[config.mk]
export PLATFORM = sky130hd
export DESIGN_NAME = dmem_arbiter_flat
export DESIGN_NICKNAME = d
export VERILOG_FILES = /design/src/rtl/dmem_arbiter_if.sv /design/src/rtl/dmem_arbiter.sv /design/src/flat_wrapper.sv
export SDC_FILE = /design/constraint.sdc
export NUM_CORES = 1
export LEC_CHECK = 0
export ABC_AREA = 1
export BUFFER_PORTS_ARGS = -buffer_cell sky130_fd_sc_hd__buf_2
export CAP_MARGIN = 10
export CORE_UTILIZATION = 40
export CTS_CLUSTER_SIZE = 28
export DETAILED_ROUTE_END_ITERATION = 8
export PLACE_DENSITY = 0.79
export SLEW_MARGIN = 5
export SYNTH_ARGS = -nofsm -noshare
export SYNTH_HDL_FRONTEND = slang
export SYNTH_SLANG_ARGS = --single-unit
[constraint.sdc]
create_clock -name clk -period 2.35 [get_ports clk]
set_clock_uncertainty 0.2 [all_clocks]
set_input_delay 0.235 -clock clk [delete_from_list [all_inputs] [get_ports clk]]
set_output_delay 0.235 -clock clk [all_outputs]
set_load 0.03 [all_outputs]
[src/rtl/dmem_arbiter_if.sv]
// dmem_arbiter_if: CPU, debug and data-memory signals shared by the arbiter and its neighbours
interface dmem_arbiter_if #(
   parameter int WORD_LENGTH = 8,
   parameter int ADDR_LENGTH = 8
);
   logic                   cpu_read;
   logic                   cpu_write;
   logic [ADDR_LENGTH-1:0] cpu_addr;
   logic [WORD_LENGTH-1:0] cpu_wdata;
   logic [WORD_LENGTH-1:0] cpu_rdata;
   logic                   cpu_stall;
   logic                   dbg_req;
   logic                   dbg_we;
   logic [ADDR_LENGTH-1:0] dbg_addr;
   logic [WORD_LENGTH-1:0] dbg_wdata;
   logic                   dbg_valid;
   logic [WORD_LENGTH-1:0] dbg_rdata;
   logic [ADDR_LENGTH-1:0] mem_addr;
   logic [WORD_LENGTH-1:0] mem_wdata;
   logic                   mem_read;
   logic                   mem_write;
   logic [WORD_LENGTH-1:0] mem_rdata;
   modport slave (
      input  cpu_read, cpu_write, cpu_addr, cpu_wdata, dbg_req, dbg_we, dbg_addr, dbg_wdata, mem_rdata,
      output cpu_rdata, cpu_stall, dbg_valid, dbg_rdata, mem_addr, mem_wdata, mem_read, mem_write
   );
   modport master (
      output cpu_read, cpu_write, cpu_addr, cpu_wdata, dbg_req, dbg_we, dbg_addr, dbg_wdata, mem_rdata,
      input  cpu_rdata, cpu_stall, dbg_valid, dbg_rdata, mem_addr, mem_wdata, mem_read, mem_write
   );
endinterface

[src/rtl/dmem_arbiter.sv]
// dmem_arbiter: sequences CPU and debug accesses onto the single-port data memory, stalling the pipeline
module dmem_arbiter #(
   parameter int WORD_LENGTH  = 8,
   parameter int ADDR_LENGTH  = 8,
   parameter int MEM_LATENCY  = 2,
   parameter int STARVE_LIMIT = 4
) (
   input logic clk,
   input logic rst,
   dmem_arbiter_if.slave bus
);
   localparam int CW = $clog2(MEM_LATENCY + 1);
   localparam int WW = $clog2(STARVE_LIMIT + 1);
   typedef enum logic [1:0] {IDLE, CPU_ACC, DBG_ACC} state_t;
   state_t        state, state_n;
   logic [CW-1:0] cnt, cnt_n;
   logic [WW-1:0] wcnt, wcnt_n;
   logic          cpu_req, sat, gnt_dbg, gnt_cpu, cpu_act, dbg_act, last;
   always_ff @(posedge clk or negedge rst) begin
      if (!rst) begin
         state         <= IDLE;
         cnt           <= '0;
         wcnt          <= '0;
         bus.dbg_valid <= 1'b0;
         bus.dbg_rdata <= '0;
      end else begin
         state         <= state_n;
         cnt           <= cnt_n;
         wcnt          <= wcnt_n;
         bus.dbg_valid <= dbg_act & last;
         if (dbg_act & last & ~bus.dbg_we) bus.dbg_rdata <= bus.mem_rdata;
      end
   end
   // the grant cycle is access cycle 0, so cnt is 0 in IDLE and last covers MEM_LATENCY==1 too
   always_comb begin
      cpu_req = bus.cpu_read | bus.cpu_write;
      sat     = wcnt == WW'(STARVE_LIMIT);
      gnt_dbg = state == IDLE && bus.dbg_req && (sat || !cpu_req);
      gnt_cpu = state == IDLE && cpu_req && !gnt_dbg;
      cpu_act = rst & (gnt_cpu | (state == CPU_ACC));
      dbg_act = rst & (gnt_dbg | (state == DBG_ACC));
      last    = cnt == CW'(MEM_LATENCY - 1);
      state_n = (cpu_act | dbg_act) & ~last ? (cpu_act ? CPU_ACC : DBG_ACC) : IDLE;
      cnt_n   = (cpu_act | dbg_act) & ~last ? cnt + CW'(1) : '0;
      wcnt_n  = (!bus.dbg_req || dbg_act) ? '0 : sat ? wcnt : wcnt + WW'(1);
   end
   assign bus.mem_addr  = cpu_act ? bus.cpu_addr : dbg_act ? bus.dbg_addr : '0;
   assign bus.mem_wdata = cpu_act ? bus.cpu_wdata : dbg_act ? bus.dbg_wdata : '0;
   assign bus.mem_read  = cpu_act ? ~bus.cpu_write : dbg_act & ~bus.dbg_we;
   assign bus.mem_write = last & (cpu_act ? bus.cpu_write : dbg_act & bus.dbg_we);
   assign bus.cpu_stall = rst & cpu_req & ~(cpu_act & last);
   assign bus.cpu_rdata = cpu_act & last ? bus.mem_rdata : '0;
endmodule
[src/flat_wrapper.sv]
// flat-port wrapper written by rule: the top's interface ports become plain ports
module dmem_arbiter_flat 
#(
   parameter int WORD_LENGTH  = 8,
   parameter int ADDR_LENGTH  = 8,
   parameter int MEM_LATENCY  = 2,
   parameter int STARVE_LIMIT = 4
)
  (clk, rst, bus_cpu_read, bus_cpu_write, bus_cpu_addr, bus_cpu_wdata, bus_dbg_req, bus_dbg_we, bus_dbg_addr, bus_dbg_wdata, bus_mem_rdata, bus_cpu_rdata, bus_cpu_stall, bus_dbg_valid, bus_dbg_rdata, bus_mem_addr, bus_mem_wdata, bus_mem_read, bus_mem_write);
  dmem_arbiter_if #(.WORD_LENGTH(WORD_LENGTH), .ADDR_LENGTH(ADDR_LENGTH)) bus_i ();
  input logic clk;
  input logic rst;
  input wire logic [$bits(bus_i.cpu_read)-1:0] bus_cpu_read;
  input wire logic [$bits(bus_i.cpu_write)-1:0] bus_cpu_write;
  input wire logic [$bits(bus_i.cpu_addr)-1:0] bus_cpu_addr;
  input wire logic [$bits(bus_i.cpu_wdata)-1:0] bus_cpu_wdata;
  input wire logic [$bits(bus_i.dbg_req)-1:0] bus_dbg_req;
  input wire logic [$bits(bus_i.dbg_we)-1:0] bus_dbg_we;
  input wire logic [$bits(bus_i.dbg_addr)-1:0] bus_dbg_addr;
  input wire logic [$bits(bus_i.dbg_wdata)-1:0] bus_dbg_wdata;
  input wire logic [$bits(bus_i.mem_rdata)-1:0] bus_mem_rdata;
  output wire logic [$bits(bus_i.cpu_rdata)-1:0] bus_cpu_rdata;
  output wire logic [$bits(bus_i.cpu_stall)-1:0] bus_cpu_stall;
  output wire logic [$bits(bus_i.dbg_valid)-1:0] bus_dbg_valid;
  output wire logic [$bits(bus_i.dbg_rdata)-1:0] bus_dbg_rdata;
  output wire logic [$bits(bus_i.mem_addr)-1:0] bus_mem_addr;
  output wire logic [$bits(bus_i.mem_wdata)-1:0] bus_mem_wdata;
  output wire logic [$bits(bus_i.mem_read)-1:0] bus_mem_read;
  output wire logic [$bits(bus_i.mem_write)-1:0] bus_mem_write;
  assign bus_i.cpu_read = bus_cpu_read;
  assign bus_i.cpu_write = bus_cpu_write;
  assign bus_i.cpu_addr = bus_cpu_addr;
  assign bus_i.cpu_wdata = bus_cpu_wdata;
  assign bus_i.dbg_req = bus_dbg_req;
  assign bus_i.dbg_we = bus_dbg_we;
  assign bus_i.dbg_addr = bus_dbg_addr;
  assign bus_i.dbg_wdata = bus_dbg_wdata;
  assign bus_i.mem_rdata = bus_mem_rdata;
  assign bus_cpu_rdata = bus_i.cpu_rdata;
  assign bus_cpu_stall = bus_i.cpu_stall;
  assign bus_dbg_valid = bus_i.dbg_valid;
  assign bus_dbg_rdata = bus_i.dbg_rdata;
  assign bus_mem_addr = bus_i.mem_addr;
  assign bus_mem_wdata = bus_i.mem_wdata;
  assign bus_mem_read = bus_i.mem_read;
  assign bus_mem_write = bus_i.mem_write;
  dmem_arbiter #(.WORD_LENGTH(WORD_LENGTH), .ADDR_LENGTH(ADDR_LENGTH), .MEM_LATENCY(MEM_LATENCY), .STARVE_LIMIT(STARVE_LIMIT)) u_core (.clk(clk), .rst(rst), .bus(bus_i));
endmodule
==> flow_summary.html <==
<table>
<tr><th>Metric</th><th>Value</th></tr>
<tr><th colspan="2">Critical path</th></tr>
<tr><td>Length in cells of the worst reg-to-reg path</td><td>9</td></tr>
<tr><td>Worst R2R Start</td><td>u_core.wcnt[0]</td></tr>
<tr><td>Category of the worst setup path capture point</td><td>output port</td></tr>
<tr><td>Most used cell along the critical path</td><td>sky130_fd_sc_hd__nand2_2</td></tr>
<tr><td>Reg-to-Reg End</td><td>u_core.bus.dbg_rdata[3]</td></tr>
<tr><td>Largest stage delay on the critical path</td><td>0.41 ns</td></tr>
<tr><td>Crit path required time</td><td>1.91 ns</td></tr>
<tr><td>Cell with the largest stage delay on the worst path</td><td>sky130_fd_sc_hd__dfrtp_1</td></tr>
<tr><td>Minimum setup slack among reg-to-reg paths</td><td>0.45 ns</td></tr>
<tr><td>Crit path arrival time</td><td>1.81 ns</td></tr>
<tr><td>Crit-path max FO</td><td>9</td></tr>
<tr><td>Critical path, cell by cell</td><td>inv_2, ha_2, nand2_2, nand2_2, nand2_4, nand2_2, nand2_8, buf_12, nand3_1, nand2_1, clkbuf_4</td></tr>
<tr><td>Type of element launching the critical path</td><td>flop</td></tr>
<tr><td>Type of the worst setup path</td><td>flop to output port</td></tr>
<tr><th colspan="2">Yosys</th></tr>
<tr><td>Cell types with the largest area share after synthesis</td><td>sky130_fd_sc_hd__dfrtp_1 (36%), sky130_fd_sc_hd__nand3_1 (16%), sky130_fd_sc_hd__nand2_1 (11%)</td></tr>
<tr><td>Count of flip-flops with a built-in enable after synthesis</td><td>0</td></tr>
<tr><td>Most instantiated cells after synthesis</td><td>sky130_fd_sc_hd__nand3_1 (36), sky130_fd_sc_hd__nand2_1 (33), sky130_fd_sc_hd__dfrtp_1 (16), sky130_fd_sc_hd__inv_1 (16), sky130_fd_sc_hd__nor2_1 (15)</td></tr>
<tr><td>Seq/Total Area, Yosys</td><td>35.5%</td></tr>
<tr><td>Cell Area, Synth</td><td>1130 sq um</td></tr>
<tr><td>Share of flip-flops with an asynchronous set or reset</td><td>100%</td></tr>
<tr><td>Unique masters post-synth</td><td>22</td></tr>
<tr><td>Number of nets in the synthesized netlist</td><td>between 200 and 250</td></tr>
<tr><td>Most numerous cell in the Yosys netlist</td><td>sky130_fd_sc_hd__nand3_1</td></tr>
<tr><td>Post-synthesis cell type with the largest combined area</td><td>sky130_fd_sc_hd__dfrtp_1</td></tr>
<tr><td>Number of warning messages in the yosys log</td><td>0</td></tr>
<tr><td>Top-area cell type share of the netlist area</td><td>35.5%</td></tr>
<tr><td>Post-Syn Instances</td><td>153</td></tr>
<tr><td>Synth Register Bits</td><td>16</td></tr>
<tr><td>Most used DFF post-synth</td><td>sky130_fd_sc_hd__dfrtp_1</td></tr>
<tr><td>Mean instance size in the synthesized netlist</td><td>7.37 sq um</td></tr>
<tr><th colspan="2">Timing</th></tr>
<tr><td>Pins Over Slew Limit</td><td>0</td></tr>
<tr><td>Final Worst Setup Slack</td><td>between 0.1 and 0.15 ns</td></tr>
<tr><td>Upper clock frequency limit</td><td>446 MHz</td></tr>
<tr><td>Summed negative setup slack over all endpoints</td><td>0 ns</td></tr>
<tr><td>Worst-margin pin slew</td><td>roughly 0.35 ns</td></tr>
<tr><td>Total of endpoints with negative setup slack in the final report</td><td>0</td></tr>
<tr><td>RSZ-0062 raised after global routing</td><td>false</td></tr>
<tr><td>Final worst path period need</td><td>2.24 ns</td></tr>
<tr><td>Number of hold violations in the final report</td><td>0</td></tr>
<tr><td>Relative slew slack</td><td>76.5%</td></tr>
<tr><td>Share of the cycle needed by the critical path after routing</td><td>95.5%</td></tr>
<tr><th colspan="2">CTS</th></tr>
<tr><td>H-tree levels</td><td>1</td></tr>
<tr><td>CTS sink count</td><td>16</td></tr>
<tr><td>Clock transition at path regs</td><td>0.09 ns</td></tr>
<tr><td>Number of buffers between clock root and the deepest sink</td><td>2</td></tr>
<tr><td>TritonCTS clock tree</td><td>done</td></tr>
<tr><td>TritonCTS buffer count</td><td>3</td></tr>
<tr><td>Clock root buffer</td><td>sky130_fd_sc_hd__clkbuf_4</td></tr>
<tr><td>Clock latency at the later pin of the worst-skew pair</td><td>0.28 ns</td></tr>
<tr><th colspan="2">Die</th></tr>
<tr><td>Die span in y</td><td>55.1 microns</td></tr>
<tr><td>Die area</td><td>3030 sq um</td></tr>
<tr><td>Top Ports</td><td>82</td></tr>
<tr><td>Std-Cell Core Area</td><td>2570 sq um</td></tr>
<tr><td>DIE WIDTH</td><td>55.1 microns</td></tr>
<tr><td>Starting density of the core</td><td>43.9%</td></tr>
<tr><td>Standard-cell row count</td><td>18</td></tr>
<tr><th colspan="2">Placed design</th></tr>
<tr><td>Post-detailed-placement half-perimeter wirelength</td><td>approximately 2300 microns</td></tr>
<tr><td>Placement-stage worst setup slack</td><td>roughly 0.15 ns</td></tr>
<tr><td>Routability congestion estimate from global placement</td><td>0.783</td></tr>
<tr><td>Area after detailed placement</td><td>1550 sq um</td></tr>
<tr><td>Buffers on Ports</td><td>81</td></tr>
<tr><th colspan="2">Min path</th></tr>
<tr><td>Worst hold path cell count</td><td>3</td></tr>
<tr><td>Hold-critical path endpoint</td><td>u_core.bus.dbg_rdata[7]</td></tr>
<tr><td>Startpoint of the lowest-slack hold path</td><td>bus_mem_rdata[7]</td></tr>
<tr><td>Worst min-delay path class</td><td>input port to flop</td></tr>
<tr><th colspan="2">Route</th></tr>
<tr><td>Average wire length per cell after detail routing</td><td>11.7 microns</td></tr>
<tr><td>DRC</td><td>0</td></tr>
<tr><td>WL final</td><td>3170 microns</td></tr>
<tr><td>Detailed Route Iter0 Violations</td><td>19</td></tr>
<tr><td>Via density per instance</td><td>4.82</td></tr>
<tr><td>Iteration count of the initial detailed-routing pass</td><td>4</td></tr>
<tr><td>Routed Antenna Nets</td><td>0</td></tr>
<tr><td>Number of vias in the routed layout</td><td>around 1,300</td></tr>
<tr><th colspan="2">Global routing</th></tr>
<tr><td>Leftover overflow at the end of global routing</td><td>0</td></tr>
<tr><td>Via count of the first global-routing pass</td><td>1,007</td></tr>
<tr><td>Largest net degree at the start of global routing</td><td>27</td></tr>
<tr><td>Number of antenna violations at the first check in global routing</td><td>0</td></tr>
<tr><td>Global-route wire length before repair</td><td>between 4000 and 5000 microns</td></tr>
<tr><td>Aggregate global-route resource usage</td><td>19.4%</td></tr>
<tr><th colspan="2">Flow run</th></tr>
<tr><td>Number of violations of the max-capacitance limit</td><td>0</td></tr>
<tr><th colspan="2">Layout</th></tr>
<tr><td>Final design instance area without fill</td><td>roughly 1700 sq um</td></tr>
<tr><td># diodes</td><td>0</td></tr>
<tr><td>Synth-to-Final Area Change</td><td>53.1%</td></tr>
<tr><td>Fraction of final layout cells with drive strength greater than 1</td><td>49.6%</td></tr>
<tr><td>Layout net count</td><td>290</td></tr>
<tr><td>Utilization after layout</td><td>67.2%</td></tr>
<tr><th colspan="2">Power and ir drop</th></tr>
<tr><td>Overall power consumption</td><td>1.46 mW</td></tr>
<tr><td>Leakage dissipation</td><td>1.03 nW</td></tr>
<tr><td>Power per unit of standard cell area</td><td>847 nW/um^2</td></tr>
<tr><td>Worst-case vdd ir drop</td><td>0.000677 V</td></tr>
<tr><th colspan="2">Status</th></tr>
<tr><td>Result of the run</td><td>finished clean</td></tr>
</table>
==> sequential cells by signal, summed over array words and instances, names as in the netlist <==
signal and flops:
u_core.cnt 2, u_core.bus.dbg_valid 1, u_core.bus.dbg_rdata 8, u_core.wcnt 3, u_core.state 2
==> placed cells by master, fill, tap and decap left out, types with 2 or more instances in the layout <==
cell	Yosys	layout
sky130_fd_sc_hd__buf_4	0	17
sky130_fd_sc_hd__inv_1	16	15
sky130_fd_sc_hd__o21ai_2	8	8
sky130_fd_sc_hd__nand2_1	33	32
sky130_fd_sc_hd__nand2_8	1	2
sky130_fd_sc_hd__clkbuf_4	0	11
sky130_fd_sc_hd__nor2_2	1	3
sky130_fd_sc_hd__ha_1	3	2
sky130_fd_sc_hd__a21oi_1	3	3
sky130_fd_sc_hd__inv_2	1	2
sky130_fd_sc_hd__nor2_1	15	13
sky130_fd_sc_hd__nand3_1	36	36
sky130_fd_sc_hd__dfrtp_1	16	16
sky130_fd_sc_hd__buf_2	5	62
sky130_fd_sc_hd__nand2_2	5	6
==> cells by family after synthesis <==
logic type      after synthesis  share of synthesized area, %
compound gates               12                          7.99
xor+xnor                      2                          1.55
fa+ha+maj                     3                          3.33
buf+inv                      24                          9.21
flops                        16                          35.5
simple gates                 96                          42.4
==> metal layers <==
metal | vias up | wire length, microns | global-route usage, %
li1 | 669 | - | -
met1 | 594 | 1310 | 23.4
met2 | 37 | 1690 | 35.7
met3 | 2 | 141 | 4.10
met4 | 0 | 18 | 2.50
met5 | - | 0 | 0
==> power breakdown <==
group / switching [mW] / internal [mW] / total [mW]
sequential: 0.0490 / 0.356 / 0.405
combinational: 0.556 / 0.318 / 0.874
clock: 0.0877 / 0.0942 / 0.182
total: 0.693 / 0.768 / 1.46
==> how the worst max path moves through the flow <==
stage / from / endpoint / slack [ns] / cells after the start
after global routing: u_core.wcnt[0] / bus_mem_addr[7] / 0.005 / 11
final: u_core.wcnt[0] / bus_mem_addr[1] / 0.11 / 11
after global placement: u_core.wcnt[0] / bus_cpu_rdata[0] / 0.23 / 10
after detailed placement: u_core.wcnt[0] / bus_cpu_rdata[4] / 0.15 / 10
after floorplan: u_core.wcnt[0] / bus_mem_read / 0.17 / 8
after CTS: u_core.wcnt[0] / bus_mem_write / 0.04 / 12
==> cell type report <==
| type | instances | area, sq um |
|---|---|---|
| tap | 30 | 37.5 |
| timing repair buffer | 89 | 528 |
| inverter | 17 | 63.8 |
| clock buffer | 4 | 36.3 |
| fill | 232 | 842 |
| sequential | 16 | 400 |
| multi-input combinational | 114 | 659 |
==> worst max-delay path, delay by kind of cell, from the launching register on <==
family	cells	cell delay, ns
adders and majority gates	1	0.18
DFF	1	0.41
buffers and inverters	3	0.40
and+or+nand+nor	7	0.53
==> repair_timing <==
action	CTS	global route
pin swaps	2	1
hold buffers	1	0
resized for setup	3	33
hold endpoints to repair	16	0
setup endpoints to repair	11	25
cloned	0	1
setup buffers	4	1
==> metrics by stage <==
stage,instances,hold WS (ns)
2_1_floorplan,153,-0.261
3_3_place_gp,259,-0.0783
3_5_place_dp,259,-0.0730
4_1_cts,268,0.00437
5_1_grt,270,0.0185
6_report,270,0.00802
No activity file was read; power rests on OpenSTA's default activity.
